File: config.mk
export PLATFORM = sky130hd
export DESIGN_NAME = mp_add_arbiter
export DESIGN_NICKNAME = d
export VERILOG_FILES = /design/src/rtl/mp_add_arbiter.sv
export SDC_FILE = /design/constraint.sdc
export NUM_CORES = 1
export LEC_CHECK = 0
export BUFFER_PORTS_ARGS = -buffer_cell sky130_fd_sc_hd__buf_2
export CORE_ASPECT_RATIO = 2
export CORE_MARGIN = 2
export CORE_UTILIZATION = 53
export CTS_CLUSTER_SIZE = 8
export DETAILED_ROUTE_END_ITERATION = 12
export PLACE_DENSITY = 0.81
export SETUP_SLACK_MARGIN = 0.15
export SYNTH_ARGS = -nofsm -noshare
export SYNTH_HDL_FRONTEND = slang
export SYNTH_SLANG_ARGS = --single-unit
export TNS_END_PERCENT = 20
File: constraint.sdc
create_clock -name clk -period 6.4 [get_ports clk]
set_input_delay 1.6 -clock clk [delete_from_list [all_inputs] [get_ports clk]]
set_output_delay 1.6 -clock clk [all_outputs]
set_load 0.03 [all_outputs]
File: src/rtl/mp_add_arbiter.sv
// Purpose : two-requester round-robin sequencer sharing one 8-bit ripple adder slice for NBYTES-wide add/sub.
// Latency : accept at edge T, result visible (res_valid=1) in cycle T+NBYTES+1; issue interval NBYTES+2 cycles.
// Backpr. : result held stable in DONE until res_ready; requester readies are 0 outside IDLE.
//
// Ports:
//   clk, rst                 clock, asynchronous active-high reset
//   req{0,1}_valid/_ready    request handshake (ready combinational from state, valids, pointer)
//   req{0,1}_a/_b/_sub       operands (W = 8*NBYTES bits) and subtract select
//   res_valid/res_ready      result handshake
//   res_data/carry/id        result, final carry out (sub: 1 = no borrow), issuing requester
//   res_ovf                  signed overflow, present only when MPADD_OVF_EN is defined

// Single 8-bit ripple-carry slice.
module bitadder_8 (
    input  logic [7:0] a,
    input  logic [7:0] b,
    input  logic       cin,
    output logic [7:0] sum,
    output logic       cout
);
    logic [8:0] c;

    assign c[0] = cin;

    for (genvar i = 0; i < 8; i++) begin : g_fa
        assign sum[i]   = a[i] ^ b[i] ^ c[i];
        assign c[i + 1] = (a[i] & b[i]) | (a[i] & c[i]) | (b[i] & c[i]);
    end

    assign cout = c[8];
endmodule

module mp_add_arbiter #(
    parameter int NBYTES = 4,
    parameter int W      = 8 * NBYTES
) (
    input  logic         clk,
    input  logic         rst,
    input  logic         req0_valid,
    output logic         req0_ready,
    input  logic [W-1:0] req0_a,
    input  logic [W-1:0] req0_b,
    input  logic         req0_sub,
    input  logic         req1_valid,
    output logic         req1_ready,
    input  logic [W-1:0] req1_a,
    input  logic [W-1:0] req1_b,
    input  logic         req1_sub,
    output logic         res_valid,
    input  logic         res_ready,
    output logic [W-1:0] res_data,
    output logic         res_carry,
`ifdef MPADD_OVF_EN
    output logic         res_ovf,
`endif
    output logic         res_id
);
    localparam int KW = (NBYTES > 1) ? $clog2(NBYTES) : 1;

    typedef enum logic [1:0] {
        IDLE = 2'd0,
        ADD  = 2'd1,
        DONE = 2'd2
    } state_t;

    state_t          state_q, state_d;
    logic [W-1:0]    a_q, a_d;
    logic [W-1:0]    b_q, b_d;      // already inverted for subtract
    logic [W-1:0]    res_q, res_d;
    logic [KW-1:0]   k_q, k_d;
    logic            carry_q, carry_d;
    logic            id_q, id_d;
    logic            ptr_q, ptr_d;  // last-served requester
`ifdef MPADD_OVF_EN
    logic            ovf_q, ovf_d;
`endif

    logic            gnt0, gnt1;
    logic [7:0]      a_byte, b_byte, sum_byte;
    logic            cout;

    // Round-robin: on a tie the requester not served last wins.
    assign gnt0 = req0_valid & (~req1_valid | ptr_q);
    assign gnt1 = req1_valid & (~req0_valid | ~ptr_q);

    // Readies depend only on state, valids and pointer (never on res_ready);
    // gated by rst so they read 0 while reset is held.
    assign req0_ready = (state_q == IDLE) & ~rst & gnt0;
    assign req1_ready = (state_q == IDLE) & ~rst & gnt1;

    assign a_byte = a_q[{k_q, 3'b000} +: 8];
    assign b_byte = b_q[{k_q, 3'b000} +: 8];

    bitadder_8 u_slice (
        .a    (a_byte),
        .b    (b_byte),
        .cin  (carry_q),
        .sum  (sum_byte),
        .cout (cout)
    );

    always_comb begin
        state_d = state_q;
        a_d     = a_q;
        b_d     = b_q;
        res_d   = res_q;
        k_d     = k_q;
        carry_d = carry_q;
        id_d    = id_q;
        ptr_d   = ptr_q;
`ifdef MPADD_OVF_EN
        ovf_d   = ovf_q;
`endif

        unique case (state_q)
            IDLE: begin
                if (gnt0 || gnt1) begin
                    // Two's-complement subtract: A + ~B + 1, the +1 entering as initial carry.
                    if (gnt0) begin
                        a_d     = req0_a;
                        b_d     = req0_sub ? ~req0_b : req0_b;
                        carry_d = req0_sub;
                        id_d    = 1'b0;
                    end else begin
                        a_d     = req1_a;
                        b_d     = req1_sub ? ~req1_b : req1_b;
                        carry_d = req1_sub;
                        id_d    = 1'b1;
                    end
                    k_d     = '0;
                    state_d = ADD;
                end
            end
            ADD: begin
                res_d[{k_q, 3'b000} +: 8] = sum_byte;
                carry_d                   = cout;
                if (k_q == KW'(NBYTES - 1)) begin
                    k_d     = '0;
                    ptr_d   = id_q;
                    state_d = DONE;
`ifdef MPADD_OVF_EN
                    // Carry into bit 7 recovered from the sum: c7 = s7 ^ a7 ^ b7.
                    ovf_d   = (sum_byte[7] ^ a_byte[7] ^ b_byte[7]) ^ cout;
`endif
                end else begin
                    k_d = k_q + 1'b1;
                end
            end
            DONE: begin
                if (res_ready) begin
                    state_d = IDLE;
                end
            end
            default: begin
                state_d = IDLE;
            end
        endcase
    end

    always_ff @(posedge clk or posedge rst) begin
        if (rst) begin
            state_q <= IDLE;
            a_q     <= '0;
            b_q     <= '0;
            res_q   <= '0;
            k_q     <= '0;
            carry_q <= 1'b0;
            id_q    <= 1'b0;
            ptr_q   <= 1'b1;
`ifdef MPADD_OVF_EN
            ovf_q   <= 1'b0;
`endif
        end else begin
            state_q <= state_d;
            a_q     <= a_d;
            b_q     <= b_d;
            res_q   <= res_d;
            k_q     <= k_d;
            carry_q <= carry_d;
            id_q    <= id_d;
            ptr_q   <= ptr_d;
`ifdef MPADD_OVF_EN
            ovf_q   <= ovf_d;
`endif
        end
    end

    assign res_valid = (state_q == DONE);
    assign res_data  = res_q;
    assign res_carry = carry_q;
    assign res_id    = id_q;
`ifdef MPADD_OVF_EN
    assign res_ovf   = ovf_q;
`endif
endmodule

==> reports/qor.csv <==
stage,metric,value,unit
outcome,run_status,"finished, final reports clean",
sta,period_share,73.6,%
synth,synth_area_leaders,"dfrtp_1 (42%), xor2_1 (9.3%), mux4_2 (6.0%), a21oi_1 (5.3%), o21ai_0 (5.3%)",
global_route,grt_antenna_before_repair,0,
clock_tree,path_clk_slew,0.07,ns
route,via_count,5493,
critical_path,worst-setup-path-type,register to register,
critical_path,crit_chain,mux4_2 -> fa_1 -> inv_1 -> fa_1 -> fa_1 -> fa_1 -> fa_1 -> fa_1 -> fa_1 -> inv_1 -> fa_1 -> a22o_1,
global_route,grt_overflow_total,0,
clock_tree,clock-sinks,103,
sta,hold_slack,0.491,ns
die,rows,55,
global_route,met1_usage,33.4,%
layout,fin_nets,891,
synth,synth_seq_area_share,42.8,%
synth,ys_warn_count,0,
sta,max_slew_margin,25.0,%
layout,n_antenna_cell,0,
power,p_sw_share,43.4,%
power,power_frac_seq,31.3,%
critical_path,r2r_start,k_q[1],
synth,syn_area,0.00602,mm^2
placement,numPortBuffers,171,
route,routed_wl,17.2,mm
power,power,3780,uW
die,num_io_pins,172,
power,power_switching,1640,uW
hold_path,min_from,res_data[29],
synth,synth_cells,614,
critical_path,crit_slowest_cell,dfrtp_1,
power,clockPowerShare,17.8,%
sta,fin_setup_tns,0,ns
sta,slew_violations,0,
global_route,grt_max_degree,92,
layout,layout_commonest_cell,buf_2,
critical_path,worstPathMaxFanout,20,
synth,syn-num-nets,763,
synth,syn_avg_cell_area,9.80,um^2
sta,min_period,4.71,ns
synth,ys_seq_elements,103,
clock_tree,ctsResizeCount,0,
global_route,busiest_layer,met2,
sta,hold_viol_final,0,
critical_path,crit_path_max_incr_delay,0.86,ns
route,drt_iter0_markers,386,
sta,setup_slack,1.69,ns
clock_tree,cts-buffers-inserted,9,
synth,synth_async_sr_flop_share,100,%
synth,yosysTopAreaCellShare,42.4,%
die,die_x,79.4,um
synth,synth.distinct_cells,36,
clock_tree,cts_max_path_buffers,2,
flow_run,max_cap_viol_count,0,
global_route,met2_usage,51.6,%
sta,worstMarginPinSlew,1.12,ns
layout,syn_to_final_growth,20.5,%
synth,dominantRegCellSynth,dfrtp_1,
die,die_y,155,um
placement,routabilityCongestion,0.937,
clock_tree,cts_setup_buffers,0,
global_route,use_met3,4.14,%
power,powerDensity,522,mW/mm^2
clock_tree,cts_tree,done,
sta,max_freq,212,MHz
critical_path,cp-startpoint,k_q[1],
route,routedWlPerCell,19.4,um
critical_path,critical_path_arrival,4.95,ns
power,p_comb_share,50.9,%
route,ant_nets,0,
layout,drive_above_1_share,29.6,%
clock_tree,root_buffer,clkbuf_16,
sta,skew,0.00602,ns
power,max-vdd-ir-drop,0.312,mV
critical_path,crit_required,6.64,ns
critical_path,startpoint_type,register,
power,intPower,2140,uW
die,core_area,0.0112,mm^2
placement,post-place-ws,1.72,ns
clock_tree,htreeDepth,3,
sta,setup_viol,0,
clock_tree,clock_latency,0.35,ns
global_route,grt_use_total,29.0,%
clock_tree,holdBufCountCts,0,
hold_path,min_path_type,register to register,
critical_path,cp-end-kind,register,
power,p_leak,0.00333,uW
synth,yosysTopAreaCell,dfrtp_1,
die,start_util,53.7,%
global_route,grt_pass1_vias,5395,
route,drc,0,
critical_path,cpMostUsedCell,fa_1,
layout,final_cell_mix,"buf_2 (171), dfrtp_1 (102), xor2_1 (64), a21oi_1 (64), o21ai_0 (64)",
global_route,grt_first_pass_wirelength,27.5,mm
synth,synth_edf_count,0,
route,routed_via_density,6.18,
sta,grt_setup_unrepaired,false,
route,dr.pass1.iters,5,
die,dieArea,0.0123,mm^2
placement,hpwl,12.6,mm
-- worst paths after layout --
path                                end  slack (ns)  cells past startpoint
max                        res_data[15]        1.69                     12
min                        res_data[29]        0.49                      1
max reg2reg                res_data[15]        1.69                     12
min reg2reg                res_data[29]        0.49                      1
max in group asynchronous       a_q[14]        3.90                      3
min in group asynchronous       b_q[29]        1.15                      2
-- area by class of cell --
class,count,area [um^2]
fillers,893,3970
multi-input cells,428,3120
flip-flops and latches,103,2580
repair buffers,180,923
clock buffers,11,243
well taps,142,178
clock inverters,5,129
inverters,20,77.6
-- cells in the mapped netlist, types with 2 or more instances --
library cell and number:
nand2_1 13, ha_1 6, nand2b_1 4, o21ai_1 2, mux4_2 16, nor2b_1 3, o21ai_0 64, o31ai_1 33
buf_1 7, a21oi_1 64, xor2_1 64, and3_1 2, clkbuf_1 38, nor3_1 36, dfrtp_1 102, or2_1 2
nor2_1 3, o2bb2ai_1 26, inv_1 19, fa_1 8, buf_2 18, nand3_1 33, a22o_1 6, a31oi_1 32
or3_1 2
-- sequential cells by signal, summed over array words and instances, names as in the netlist --
name / flops
res_carry: 1
state_q: 2
b_q: 32
a_q: 32
res_id: 1
ptr_q: 1
res_data: 32
k_q: 2
-- worst max-delay path: cells and delay by family (launching register included) --
family / cells / cell delay, ns
fa+ha+maj: 8 / 3.00
flops: 1 / 0.86
mux: 1 / 0.38
compound gates: 1 / 0.22
buf+inv: 2 / 0.13
-- per-layer routing --
layer | up-vias | routed length (um)
met5 | - | 0
met4 | 0 | 797
met3 | 51 | 880
met2 | 264 | 9450
met1 | 2682 | 6100
li1 | 2496 | -
-- metrics by stage --
step	util (%)	instance area (um^2)	cells
after floorplan	-	6020	614
after global placement	61.3	6880	873
after detailed placement	61.3	6880	873
after CTS	64.6	7250	889
after global routing	64.6	7250	889
final	64.6	7250	889
-- kinds of logic after synthesis --
logic type,share of synthesized area (%)
compound gates,23.5
flops,42.8
simple gates,8.75
buf+inv,5.55
xor+xnor,9.31
mux,6.17
fa+ha+maj,3.91
-- power by group through the flow --
stage / Combinational [uW] / Clock [uW] / Sequential, uW
after floorplan: 1300 / 0 / 1210
after global placement: 1840 / 0 / 1170
after detailed placement: 1900 / 0 / 1180
after CTS: 1920 / 674 / 1180
after global routing: 2130 / 698 / 1210
final: 1930 / 674 / 1180
No activity file was read; power rests on OpenSTA's default activity.
